File: src/rtl/simeck_enc_ctrl_if.sv
// rtl/simeck_enc_ctrl_if.sv - command/datapath signal bundle for simeck_enc_ctrl
// Optional abort/aborted pins exist only when SIMECK_CTRL_ABORT_EN is defined.
interface simeck_enc_ctrl_if #(
   parameter int DATAW = 16,
   parameter int CW    = 6
);
   logic               start;
   logic [2*DATAW-1:0] plaintext;
   logic [4*DATAW-1:0] key_in;
   logic               ready;
   logic               busy;
   logic               done;
   logic [CW-1:0]      round_cnt;
   logic [DATAW-1:0]   enc_data;
   logic [DATAW-1:0]   enc_key;
   logic               enc_reset;
   logic               enc_dctr;
   logic               enc_kctr;
   logic               enc_lfsrset;
   logic               enc_shiftregReset;
   logic               enc_save;
`ifdef SIMECK_CTRL_ABORT_EN
   logic               abort;
   logic               aborted;

   modport master (
      output start, plaintext, key_in, abort,
      input  ready, busy, done, round_cnt, enc_data, enc_key, enc_reset,
             enc_dctr, enc_kctr, enc_lfsrset, enc_shiftregReset, enc_save, aborted
   );

   modport slave (
      input  start, plaintext, key_in, abort,
      output ready, busy, done, round_cnt, enc_data, enc_key, enc_reset,
             enc_dctr, enc_kctr, enc_lfsrset, enc_shiftregReset, enc_save, aborted
   );
`else
   modport master (
      output start, plaintext, key_in,
      input  ready, busy, done, round_cnt, enc_data, enc_key, enc_reset,
             enc_dctr, enc_kctr, enc_lfsrset, enc_shiftregReset, enc_save
   );

   modport slave (
      input  start, plaintext, key_in,
      output ready, busy, done, round_cnt, enc_data, enc_key, enc_reset,
             enc_dctr, enc_kctr, enc_lfsrset, enc_shiftregReset, enc_save
   );
`endif
endinterface

File: src/rtl/simeck_enc_ctrl.sv
// rtl/simeck_enc_ctrl.sv - Simeck encryptor sequencer: load, seed, round, save, done
// Optional abort/FLUSH path is compiled in with SIMECK_CTRL_ABORT_EN.
module simeck_enc_ctrl #(
   parameter int DATAW  = 16,
   parameter int ROUNDS = 32,
   parameter int CW     = 6
) (
   input  logic             clk,
   input  logic             reset,
   simeck_enc_ctrl_if.slave bus
);

   typedef enum logic [3:0] {
      S_IDLE, S_INIT, S_LOAD_D, S_LOAD_K, S_SEED, S_ROUND, S_SAVE, S_DONE, S_FLUSH
   } state_t;

   state_t             state_q, state_d;
   logic [CW-1:0]      phase_q, phase_d;
   logic [CW-1:0]      round_q, round_d;
   logic [2*DATAW-1:0] pt_q, pt_d;
   logic [4*DATAW-1:0] key_q, key_d;
   logic [DATAW-1:0]   data_hold_q, data_hold_d;
   logic [DATAW-1:0]   key_hold_q, key_hold_d;
   logic               abort_req;

   logic [DATAW-1:0]   enc_data_c;
   logic [DATAW-1:0]   enc_key_c;

`ifdef SIMECK_CTRL_ABORT_EN
   assign abort_req = bus.abort && (state_q != S_IDLE) && (state_q != S_DONE)
                      && (state_q != S_FLUSH);
`else
   assign abort_req = 1'b0;
`endif

   always_ff @(posedge clk) begin
      if (reset) begin
         state_q     <= S_IDLE;
         phase_q     <= '0;
         round_q     <= '0;
         pt_q        <= '0;
         key_q       <= '0;
         data_hold_q <= '0;
         key_hold_q  <= '0;
      end else begin
         state_q     <= state_d;
         phase_q     <= phase_d;
         round_q     <= round_d;
         pt_q        <= pt_d;
         key_q       <= key_d;
         data_hold_q <= data_hold_d;
         key_hold_q  <= key_hold_d;
      end
   end

   always_comb begin
      state_d = state_q;
      unique case (state_q)
         S_IDLE:   if (bus.start) state_d = S_INIT;
         S_INIT:   state_d = S_LOAD_D;
         S_LOAD_D: if (phase_q == CW'(1)) state_d = S_LOAD_K;
         S_LOAD_K: if (phase_q == CW'(3)) state_d = S_SEED;
         S_SEED:   state_d = S_ROUND;
         S_ROUND:  if (phase_q == CW'(ROUNDS - 1)) state_d = S_SAVE;
         S_SAVE:   state_d = S_DONE;
         S_DONE:   state_d = S_IDLE;
         S_FLUSH:  state_d = S_IDLE;
         default:  state_d = S_IDLE;
      endcase
      if (abort_req) state_d = S_FLUSH;
   end

   // The single phase counter only runs inside the multi-cycle phases and restarts on every state change.
   always_comb begin
      phase_d = '0;
      if ((state_d == state_q) &&
          (state_q == S_LOAD_D || state_q == S_LOAD_K || state_q == S_ROUND))
         phase_d = phase_q + CW'(1);

      pt_d  = pt_q;
      key_d = key_q;
      if (state_q == S_IDLE && bus.start) begin
         pt_d  = bus.plaintext;
         key_d = bus.key_in;
      end

      round_d = round_q;
      if (state_d == S_INIT)
         round_d = '0;
      else if (state_q == S_ROUND)
         round_d = phase_q;

      enc_data_c = data_hold_q;
      if (state_q == S_LOAD_D)
         enc_data_c = phase_q[0] ? pt_q[DATAW-1:0] : pt_q[2*DATAW-1:DATAW];

      enc_key_c = key_hold_q;
      if (state_q == S_LOAD_K) begin
         unique case (phase_q[1:0])
            2'd0:    enc_key_c = key_q[4*DATAW-1:3*DATAW];
            2'd1:    enc_key_c = key_q[3*DATAW-1:2*DATAW];
            2'd2:    enc_key_c = key_q[2*DATAW-1:DATAW];
            default: enc_key_c = key_q[DATAW-1:0];
         endcase
      end

      data_hold_d = enc_data_c;
      key_hold_d  = enc_key_c;
   end

   always_comb begin
      bus.ready             = (state_q == S_IDLE);
      bus.busy              = (state_q != S_IDLE);
      bus.done              = (state_q == S_DONE);
      bus.round_cnt         = (state_q == S_ROUND) ? phase_q : round_q;
      bus.enc_data          = enc_data_c;
      bus.enc_key           = enc_key_c;
      bus.enc_reset         = (state_q == S_INIT) || (state_q == S_FLUSH);
      bus.enc_shiftregReset = (state_q == S_INIT) || (state_q == S_FLUSH);
      bus.enc_dctr          = (state_q == S_ROUND);
      bus.enc_kctr          = (state_q == S_ROUND);
      bus.enc_lfsrset       = (state_q == S_SEED);
      bus.enc_save          = (state_q == S_SAVE);
`ifdef SIMECK_CTRL_ABORT_EN
      bus.aborted           = (state_q == S_FLUSH);
`endif
   end

endmodule
File: src/flat_wrapper.sv
// flat-port wrapper written by rule: the top's interface ports become plain ports
module simeck_enc_ctrl_flat 
#(
   parameter int DATAW  = 16,
   parameter int ROUNDS = 32,
   parameter int CW     = 6
)
  (clk, reset, bus_start, bus_plaintext, bus_key_in, bus_ready, bus_busy, bus_done, bus_round_cnt, bus_enc_data, bus_enc_key, bus_enc_reset, bus_enc_dctr, bus_enc_kctr, bus_enc_lfsrset, bus_enc_shiftregReset, bus_enc_save);
  simeck_enc_ctrl_if #(.DATAW(DATAW), .CW(CW)) bus_i ();
  input  logic clk;
  input  logic reset;
  input wire logic [$bits(bus_i.start)-1:0] bus_start;
  input wire logic [$bits(bus_i.plaintext)-1:0] bus_plaintext;
  input wire logic [$bits(bus_i.key_in)-1:0] bus_key_in;
  output wire logic [$bits(bus_i.ready)-1:0] bus_ready;
  output wire logic [$bits(bus_i.busy)-1:0] bus_busy;
  output wire logic [$bits(bus_i.done)-1:0] bus_done;
  output wire logic [$bits(bus_i.round_cnt)-1:0] bus_round_cnt;
  output wire logic [$bits(bus_i.enc_data)-1:0] bus_enc_data;
  output wire logic [$bits(bus_i.enc_key)-1:0] bus_enc_key;
  output wire logic [$bits(bus_i.enc_reset)-1:0] bus_enc_reset;
  output wire logic [$bits(bus_i.enc_dctr)-1:0] bus_enc_dctr;
  output wire logic [$bits(bus_i.enc_kctr)-1:0] bus_enc_kctr;
  output wire logic [$bits(bus_i.enc_lfsrset)-1:0] bus_enc_lfsrset;
  output wire logic [$bits(bus_i.enc_shiftregReset)-1:0] bus_enc_shiftregReset;
  output wire logic [$bits(bus_i.enc_save)-1:0] bus_enc_save;
  assign bus_i.start = bus_start;
  assign bus_i.plaintext = bus_plaintext;
  assign bus_i.key_in = bus_key_in;
  assign bus_ready = bus_i.ready;
  assign bus_busy = bus_i.busy;
  assign bus_done = bus_i.done;
  assign bus_round_cnt = bus_i.round_cnt;
  assign bus_enc_data = bus_i.enc_data;
  assign bus_enc_key = bus_i.enc_key;
  assign bus_enc_reset = bus_i.enc_reset;
  assign bus_enc_dctr = bus_i.enc_dctr;
  assign bus_enc_kctr = bus_i.enc_kctr;
  assign bus_enc_lfsrset = bus_i.enc_lfsrset;
  assign bus_enc_shiftregReset = bus_i.enc_shiftregReset;
  assign bus_enc_save = bus_i.enc_save;
  simeck_enc_ctrl #(.DATAW(DATAW), .ROUNDS(ROUNDS), .CW(CW)) u_core (.clk(clk), .reset(reset), .bus(bus_i));
endmodule
File: config.mk
export PLATFORM = sky130hd
export DESIGN_NAME = simeck_enc_ctrl_flat
export DESIGN_NICKNAME = d
export VERILOG_FILES = /design/src/rtl/simeck_enc_ctrl_if.sv /design/src/rtl/simeck_enc_ctrl.sv /design/src/flat_wrapper.sv
export SDC_FILE = /design/constraint.sdc
export NUM_CORES = 1
export LEC_CHECK = 0
export BUFFER_PORTS_ARGS = -buffer_cell sky130_fd_sc_hd__buf_2
export CAP_MARGIN = 20
export CORE_MARGIN = 2
export CORE_UTILIZATION = 40
export DETAILED_ROUTE_END_ITERATION = 7
export GPL_ROUTABILITY_DRIVEN = 0
export PLACE_DENSITY = 0.7
export SETUP_SLACK_MARGIN = 0.3
export SKIP_CTS_REPAIR_TIMING = 1
export SLEW_MARGIN = 40
export SYNTH_ARGS = -nofsm -noshare
export SYNTH_HDL_FRONTEND = slang
export SYNTH_SLANG_ARGS = --single-unit
File: constraint.sdc
create_clock -name clk -period 2.6 [get_ports clk]
set_input_delay 0.52 -clock clk [delete_from_list [all_inputs] [get_ports clk]]
set_output_delay 0.52 -clock clk [all_outputs]
set_load 0.01 [all_outputs]
==> results.sh, run 1 <==
export IMPL_crit_arrival_ns=2.15
export IMPL_detailed_place_hpwl_mm=10.5
export IMPL_ys_seq_elements=144
export IMPL_hp_class="in2reg"
export IMPL_seq_power_share=0.449
export IMPL_hold_viol=0
export IMPL_layout_commonest_cell="nand2_1"
export IMPL_start_util=0.408
export IMPL_outcome="complete, but fails checks"
export IMPL_clk_path_buf_depth=2
export IMPL_grt_max_degree=54
export IMPL_layoutNonFillerInstCount=1054
export IMPL_htree_levels=4
export IMPL_dieArea_um2=16400
export IMPL_grt_pass1_wl_mm=24.1
export IMPL_area_growth_pct=28.6
export IMPL_period_needed_ns=2.67
export IMPL_yosysTopAreaCell="dfxtp_1"
export IMPL_fp_dieW_um=128
export IMPL_grt_pass1_vias=4949
export IMPL_final_cell_mix="nand2_1, dfxtp_1, buf_2"
export IMPL_timing_final_ws_setup_ns=-0.0669
export IMPL_power_leakage_nw=3.21
export IMPL_final_layout_size_suffix_gt1_frac=0.341
export IMPL_clk_insertion_delay_late_ns=0.42
export IMPL_setup_violations=2
export IMPL_max_freq_mhz=375
export IMPL_worst_slew_pin_slew_ns=0.635
export IMPL_vias=5339
export IMPL_clock_sinks=144
export IMPL_worstPathRequired_ns=2.08
export IMPL_combPwrFrac=0.075
export IMPL_post_route_util=0.525
export IMPL_antenna_found_initial=3
export IMPL_core_area_um2=15100
export IMPL_dp_cells=1004
export IMPL_clockPowerShare=0.476
export IMPL_power_density_nw_per_um2=652
export IMPL_drv_cap=0
export IMPL_port_buffers=145
export IMPL_synth_edf_count=0
export IMPL_violations="setup timing"
export IMPL_final_nets=953
export IMPL_yosysSeqAreaShare=0.467
export IMPL_slew_viol_final=0
export IMPL_synthesis_instances=713
export IMPL_fin_crit_sh=1.03
export IMPL_path_max_fanout=5
export IMPL_p_sw_frac=0.235
export IMPL_drtIter0Drc=287
export IMPL_slew_headroom=0.574
export IMPL_start_kind="register"
export IMPL_io_pins=146
export IMPL_numCtsBuffers=17
export IMPL_synth_area_per_cell_um2=8.66
export IMPL_vdd_drop_max_mv=0.477
export IMPL_drt_total_wl_mm=16.2
export IMPL_yosysUniqueCellTypes=50
export IMPL_remaining_drc_errors=0
export IMPL_die_height_um=128
export IMPL_synth_ff_type="dfxtp_1"
export IMPL_cts_tree="yes"
export IMPL_yosys_warnings=0
export IMPL_ys_async_sr_fraction=0
export IMPL_dr_pass1_iters=5
export IMPL_viasPerCell=5.07
export IMPL_yosysTopAreaCellShare=0.467
export IMPL_p_sw_w=0.00122
export IMPL_syn_area_um2=6180
export IMPL_grt_usage=0.186
export IMPL_synth_nets=816
export IMPL_grt_overflow=0
export IMPL_ctsRootBufferMaster="clkbuf_16"
export IMPL_fp_row_count=45
export IMPL_synth_top_cells_by_area="dfxtp_1, nand2_1, a21oi_1"
export IMPL_critPathKind="reg2out"
export IMPL_grt_setup_unrepaired="true"
export IMPL_p_int_w=0.00397
export IMPL_worst_setup_path_end_kind="output pin"
export IMPL_fin_skew_ns=0.00729
export IMPL_postRouteAntennaNets=0
export IMPL_wl_per_cell_um=15.3
export IMPL_path_clk_slew_ns=0.06
==> layout make-up <==
class | count | area [um2]
antenna | 3 | 7.51
timing repair buffer | 176 | 1160
tap | 188 | 235
multi-input combinational | 504 | 3020
clock inverter | 12 | 159
fill | 1446 | 7200
inverter | 7 | 31.3
sequential | 144 | 2900
clock buffer | 20 | 437
==> synth_stat cells, types with 2 or more instances <==
master    count
inv_2         2
and3b_1       6
o21ai_1       3
nor3_1        7
a222oi_1     16
a311oi_1      2
ha_1          4
a311oi_2      2
buf_8         2
buf_6         8
xnor2_1       4
dfxtp_1     144
nand2_1     203
buf_2        18
buf_4         8
nor2b_1      32
a21oi_2      25
clkbuf_1     21
nor2_1       21
a21oi_1      93
mux2i_1      16
inv_1         5
nand2_2      10
o21ai_0      15
mux2_2       21
==> cells by family after synthesis <==
family / synth area share
AND/OR/NAND/NOR: 0.223
flip-flops: 0.467
XOR/XNOR: 0.00709
other: 0.000607
adder cells (fa/ha/maj): 0.00810
multiplexers: 0.0660
buffers and inverters: 0.0636
AO/OA/AOI/OAI: 0.165
==> through the flow <==
step | hold WS (ns) | setup WS (ns) | instance area, um2 | setup TNS, ns | total power (W)
4_1_cts | 0.314 | -0.240 | 7540 | -3.05 | 0.00522
3_3_place_gp | 0.442 | 0.284 | 6950 | 0 | 0.00275
2_1_floorplan | 0.436 | 0.349 | 6180 | 0 | 0.00261
5_1_grt | 0.317 | -0.110 | 7940 | -0.814 | 0.00538
6_report | 0.335 | -0.0669 | 7950 | -0.0706 | 0.00518
3_5_place_dp | 0.446 | 0.219 | 6950 | 0 | 0.00276
==> registers in the layout, indices dropped and copies added (netlist names) <==
| signal | flops |
|---|---|
| u_core.round_q | 6 |
| u_core.state_q | 4 |
| u_core.key_hold_q | 16 |
| u_core.data_hold_q | 16 |
| u_core.pt_q | 32 |
| u_core.key_q | 64 |
| u_core.phase_q | 6 |
==> critical path: stages, from the launching register on <==
cell      delay [ns]
dfxtp_4         0.38
inv_4           0.05
ha_4            0.18
buf_4           0.15
a222oi_1        0.38
o21ai_1         0.15
mux2_4          0.30
buf_6           0.12
==> path summary, 6_finish.rpt <==
check | slack [ns] | from | depth (start not counted) | endpoint
max | -0.07 | u_core.phase_q[1]$_SDFF_PP0_ | 7 | bus_enc_key[0]
min | 0.34 | bus_key_in[35] | 3 | u_core.key_q[35]$_SDFFE_PP0P_
max reg2reg | 0.53 | u_core.phase_q[0]$_SDFF_PP0_ | 6 | u_core.phase_q[5]$_SDFF_PP0_
min reg2reg | 0.45 | u_core.pt_q[5]$_SDFFE_PP0P_ | 2 | u_core.pt_q[5]$_SDFFE_PP0P_
==> routing by layer <==
metal | routed length [um] | global-route usage | up-vias
li1 | - | - | 2675
met4 | 151 | 0.0537 | 0
met1 | 7100 | 0.223 | 2505
met3 | 872 | 0.0563 | 17
met2 | 8050 | 0.322 | 142
met5 | 0 | 0 | -
==> power groups by stage <==
stage          sequential, W  combinational, W  clock (W)
2_1_floorplan        0.00236          0.000250          0
3_3_place_gp         0.00238          0.000374          0
3_5_place_dp         0.00238          0.000379          0
4_1_cts              0.00233          0.000380    0.00251
5_1_grt              0.00234          0.000434    0.00261
6_report             0.00233          0.000388    0.00247
Note: power is estimated with default switching activity, not from simulation.
==> inputs of run 2 (changes only) <==
--- a/config.mk
+++ b/config.mk
@@ -13,2 +13,3 @@
 export GPL_ROUTABILITY_DRIVEN = 0
+export GPL_TIMING_DRIVEN = 0
 export PLACE_DENSITY = 0.7
--- a/constraint.sdc
+++ b/constraint.sdc
@@ -3,2 +3,2 @@
 set_output_delay 0.52 -clock clk [all_outputs]
-set_load 0.01 [all_outputs]
+set_load 0.1 [all_outputs]
==> run 2 against run 1 <==
  * The run still ends with setup timing left
  * Fmax shrank 11%
  * Cell area is 16% higher
  * Final cell count increased by 5.5%
  * Via count rose by 7.2%
  * Register-to-register slack got worse by 0.06 ns
  * Hold slack worse by 0.0020 ns
  * Clock power up 4%
  * Core utilization is 8.4 points higher
==> results.sh, run 2 (synthesized netlist as in run 1, its figures left out) <==
export IMPL_dieArea_um2=16400
export IMPL_grt_setup_unrepaired="true"
export IMPL_cts_tree="yes"
export IMPL_hp_class="in2reg"
export IMPL_drv_cap=0
export IMPL_worst_slew_pin_slew_ns=0.722
export IMPL_numCtsBuffers=17
export IMPL_violations="setup timing"
export IMPL_antenna_cells=0
export IMPL_worst_setup_path_end_kind="output pin"
export IMPL_port_buffers=145
export IMPL_final_nets=1014
export IMPL_start_util=0.408
export IMPL_fin_crit_sh=1.15
export IMPL_viasPerCell=5.15
export IMPL_dr_pass1_iters=7
export IMPL_layout_commonest_cell="nand2_1"
export IMPL_clock_sinks=144
export IMPL_antenna_found_initial=0
export IMPL_drtIter0Drc=578
export IMPL_slew_headroom=0.519
export IMPL_wl_per_cell_um=16.8
export IMPL_max_freq_mhz=335
export IMPL_fp_dieW_um=128
export IMPL_outcome="complete, but fails checks"
export IMPL_top_regs="u_core.key_q: 64 flops, u_core.pt_q: 32 flops"
export IMPL_setup_violations=16
export IMPL_ctsRootBufferMaster="clkbuf_16"
export IMPL_grt_usage=0.212
export IMPL_fp_row_count=45
export IMPL_final_cell_mix="nand2_1, dfxtp_1, buf_2"
export IMPL_timing_final_ws_setup_ns=-0.383
export IMPL_postRouteAntennaNets=0
export IMPL_core_area_um2=15100
export IMPL_fin_skew_ns=0.00669
export IMPL_grt_max_degree=17
export IMPL_grt_pass1_vias=5293
export IMPL_clk_insertion_delay_late_ns=0.42
export IMPL_path_clk_slew_ns=0.06
export IMPL_power_leakage_nw=3.66
export IMPL_path_max_fanout=5
export IMPL_io_pins=146
export IMPL_vias=5723
export IMPL_start_kind="register"
export IMPL_clk_path_buf_depth=2
export IMPL_grt_overflow=0
export IMPL_hold_slack_ns=0.333
export IMPL_detailed_place_hpwl_mm=12.3
export IMPL_final_layout_size_suffix_gt1_frac=0.382
export IMPL_hold_viol=0
export IMPL_largest_reg_flops=64
export IMPL_slew_viol_final=0
export IMPL_crit_arrival_ns=2.46
export IMPL_largest_register="u_core.key_q"
export IMPL_die_height_um=128
export IMPL_htree_levels=4
export IMPL_worstPathRequired_ns=2.08
export IMPL_period_needed_ns=2.98
export IMPL_n_fill_cell=1249
export IMPL_power_density_nw_per_um2=595
export IMPL_vdd_drop_max_mv=0.447
export IMPL_grt_pass1_wl_mm=26.8
export IMPL_tns_ns=-2.97
export IMPL_critPathKind="reg2out"
export IMPL_remaining_drc_errors=0
export IMPL_area_growth_pct=49.1
export IMPL_drt_total_wl_mm=18.7
-- run 2: cell count changes in the layout (fill, tap and decap cells not counted), moves of 10 or more --
cell,change
a21oi_2,-15
a21oi_4,+15
buf_12,+38
buf_2,-17
buf_6,+13
clkbuf_1,+14
mux2_2,-10
mux2_4,+10
nor2_1,-12
-- run 2: path summary, 6_finish.rpt --
kind                                      from                               end  slack, ns  cells past startpoint
setup / recovery  u_core.phase_q[0]$_SDFF_PP0_                   bus_enc_key[12]      -0.38                      8
hold / removal               bus_plaintext[21]      u_core.pt_q[21]$_SDFFE_PP0P_       0.33                      3
setup reg to reg  u_core.phase_q[0]$_SDFF_PP0_  u_core.key_hold_q[12]$_SDFF_PP0_       0.47                      8
hold reg to reg    u_core.pt_q[1]$_SDFFE_PP0P_       u_core.pt_q[1]$_SDFFE_PP0P_       0.45                      2
-- run 2: stage by stage --
step	power, W	util	setup WS (ns)	cells	area (um2)
3_5_place_dp	0.00289	0.483	-0.400	1046	7320
6_report	0.00548	0.608	-0.383	1112	9210
2_1_floorplan	0.00271	-	0.179	713	6360
3_3_place_gp	0.00288	0.483	-0.397	1046	7320
5_1_grt	0.00567	0.608	-0.422	1112	9210
4_1_cts	0.00545	0.525	-0.844	1078	7950
-- run 2: layout make-up --
type	instances	area, um2	area share
inverters	7	33.8	0.00367
multi-input cells	503	3240	0.351
plain buffers	59	449	0.0488
clock buffers	18	439	0.0477
repair buffers	179	1730	0.188
well taps	188	235	0.0255
flip-flops and latches	144	2900	0.314
clock inverters	14	188	0.0204
-- run 2: where the power goes --
group	switching, W	internal [W]	total (W)
sequential	0.0000436	0.00228	0.00233
combinational	0.000356	0.000218	0.000574
clock	0.000952	0.00163	0.00258
total	0.00135	0.00413	0.00548
-- run 2: worst max-delay path, stage by stage, from the launching register on --
cell	delay, ns
dfxtp_4	0.38
buf_8	0.11
inv_4	0.04
ha_4	0.18
buf_8	0.13
a222oi_1	0.55
o21ai_1	0.15
mux2_4	0.31
buf_12	0.17
-- run 2: routing by layer --
metal  wire length [um]  vias to the layer above  track usage
met1               7880                     2708        0.279
met4                377                        0       0.0698
met3               1240                       29       0.0518
li1                   -                     2792            -
met2               9170                      194        0.340
met5                  0                        -            0
==> inputs of run 3 (changes only) <==
clock period = 2.75 ns   (was 2.6 ns; I/O delays follow)
==> run 3 against run 2 <==
  * The run still ends with setup timing left
  * Critical endpoint is now bus_enc_key[14]
  * Global-route usage is 0.57 points lower
  * Final cell count is 0.90% lower
  * Critical path depth stayed put
  * Critical path type unchanged
  * Sequential power is 6% lower
  * Clock power is 16% lower
==> results.sh, run 3 (synthesized netlist as in run 1, its figures left out) <==
export IMPL_outcome="complete, but fails checks"
export IMPL_violations="setup timing"
export IMPL_pre_cts_ws_ns=-0.418
export IMPL_core_area_um2=15100
export IMPL_area_growth_pct=42.1
export IMPL_vias=5612
export IMPL_numCtsBuffers=17
export IMPL_p_sw_w=0.00121
export IMPL_fp_row_count=45
export IMPL_clock_sinks=144
export IMPL_hold_slack_ns=0.362
export IMPL_grtUsageMet3=0.0505
export IMPL_viasPerCell=5.09
export IMPL_worst_slew_pin_slew_ns=0.747
export IMPL_clk_path_buf_depth=2
export IMPL_worst_r2r_cell_count=9
export IMPL_dr_pass1_iters=7
export IMPL_grt_pass1_wl_mm=26.2
export IMPL_p_int_w=0.00368
export IMPL_clk_insertion_delay_late_ns=0.43
export IMPL_final_cell_mix="nand2_1, dfxtp_1, buf_2"
export IMPL_fin_area_um2=8780
export IMPL_crit_arrival_ns=2.48
export IMPL_use_met1=0.274
export IMPL_grt_setup_unrepaired="true"
export IMPL_met2_usage=0.319
export IMPL_slew_headroom=0.502
export IMPL_grt_overflow=0
export IMPL_hold_end="u_core.key_q[42]$_SDFFE_PP0P_"
export IMPL_drv_cap=0
export IMPL_ctsRootBufferMaster="clkbuf_16"
export IMPL_post_route_util=0.580
export IMPL_start_util=0.408
export IMPL_fin_skew_ns=0.00913
export IMPL_top_regs="u_core.key_q: 64 flops, u_core.pt_q: 32 flops"
export IMPL_grt_usage=0.206
export IMPL_cts_tree="yes"
export IMPL_drtIter0Drc=460
export IMPL_max_freq_mhz=330
export IMPL_grt_pass1_vias=5171
export IMPL_io_pins=146
export IMPL_path_clk_slew_ns=0.06
export IMPL_worst_setup_path_end_kind="output pin"
export IMPL_reg2reg_from="u_core.phase_q[0]$_SDFF_PP0_"
export IMPL_period_needed_ns=3.03
export IMPL_final_layout_size_suffix_gt1_frac=0.357
export IMPL_slew_viol_final=0
export IMPL_clockPowerShare=0.442
export IMPL_critPathKind="reg2out"
export IMPL_worstPathRequired_ns=2.20
export IMPL_largest_reg_flops=64
export IMPL_power_density_nw_per_um2=557
export IMPL_layout_commonest_cell="nand2_1"
export IMPL_fin_crit_sh=1.10
export IMPL_htree_levels=4
export IMPL_postRouteAntennaNets=0
export IMPL_layoutNonFillerInstCount=1102
export IMPL_final_nets=1005
export IMPL_grt_busiest_layer="met2"
export IMPL_drt_total_wl_mm=17.8
export IMPL_power_leakage_nw=3.50
export IMPL_timing_final_ws_setup_ns=-0.276
export IMPL_antenna_found_initial=2
export IMPL_path_max_fanout=6
export IMPL_grt_max_degree=17
export IMPL_remaining_drc_errors=0
export IMPL_min_from="bus_key_in[42]"
export IMPL_setup_violations=14
export IMPL_largest_register="u_core.key_q"
export IMPL_combPwrFrac=0.109
export IMPL_dp_cells=1046
export IMPL_hold_viol=0
export IMPL_hp_class="in2reg"
export IMPL_n_fill_cell=1287
export IMPL_wl_per_cell_um=16.1
export IMPL_vdd_drop_max_mv=0.426
export IMPL_whs_path_depth=3
export IMPL_reg2reg_to="u_core.key_hold_q[5]$_SDFF_PP0_"
export IMPL_dieArea_um2=16400
export IMPL_seq_power_share=0.450
export IMPL_die_height_um=128
export IMPL_placed_area_um2=7290
export IMPL_fp_dieW_um=128
export IMPL_port_buffers=145
export IMPL_p_sw_frac=0.248
export IMPL_detailed_place_hpwl_mm=12.2
export IMPL_rrSetupSlack_ns=0.51
export IMPL_start_kind="register"
[run 3: cell types whose count changed in the layout (fill, tap and decap cells not counted), moves of 3 or more]
cell	previous run	this run
buf_12	42	32
mux2_2	0	7
bufinv_16	4	1
buf_2	115	122
nor2_1	7	17
nor2_4	9	5
nor2_2	6	0
inv_4	3	0
clkbuf_8	1	4
buf_6	28	24
mux2_4	22	15
clkbuf_1	17	21
dfxtp_2	1	4
[run 3: worst max-delay path, cell delays in order, from the launching register on]
cell and delay [ns]:
dfxtp_4 0.38, buf_12 0.11, clkinvlp_4 0.11, ha_4 0.22, buf_8 0.14, a222oi_1 0.50, o21ai_1 0.12, mux2_4 0.31
buf_12 0.17
[run 3: routing by layer]
layer / part of all wire / vias up
met2: 0.47 / 197
met3: 0.067 / 30
li1: - / 2776
met1: 0.43 / 2609
met5: 0 / -
met4: 0.024 / 0
[run 3: how the worst max path moves through the flow]
stage,end,from,cells past startpoint
after floorplan,bus_enc_lfsrset,u_core.state_q[2]$_SDFF_PP0_,3
after global placement,bus_enc_key[13],u_core.phase_q[0]$_SDFF_PP0_,8
after detailed placement,bus_enc_key[14],u_core.phase_q[0]$_SDFF_PP0_,8
after CTS,bus_enc_key[14],u_core.phase_q[0]$_SDFF_PP0_,8
after global routing,bus_enc_key[13],u_core.phase_q[0]$_SDFF_PP0_,8
final,bus_enc_key[14],u_core.phase_q[0]$_SDFF_PP0_,8
[run 3: layout make-up]
class                   count  area [um2]  share of cell area
repair buffers            170        1480               0.169
inverters                   7        30.0             0.00342
plain buffers              59         445              0.0507
well taps                 188         235              0.0268
clock buffers              24         492              0.0560
multi-input cells         503        3140               0.357
diodes                      1        2.50            0.000285
flip-flops and latches    144        2900               0.330
clock inverters             6        57.6             0.00656
[run 3: stage by stage]
step	TNS, ns	power (W)
2_1_floorplan	-1.10	0.00256
3_3_place_gp	-3.56	0.00272
3_5_place_dp	-3.63	0.00273
4_1_cts	-13.10	0.00486
5_1_grt	-3.34	0.00504
6_report	-2.55	0.00489
[run 3: power by group through the flow]
stage | logic, W | clock network, W | registers [W]
floorplan | 0.000331 | 0 | 0.00223
global placement | 0.000482 | 0 | 0.00224
detailed placement | 0.000486 | 0 | 0.00224
global route | 0.000572 | 0.00226 | 0.00221
CTS | 0.000488 | 0.00218 | 0.00220
finish | 0.000531 | 0.00216 | 0.00220
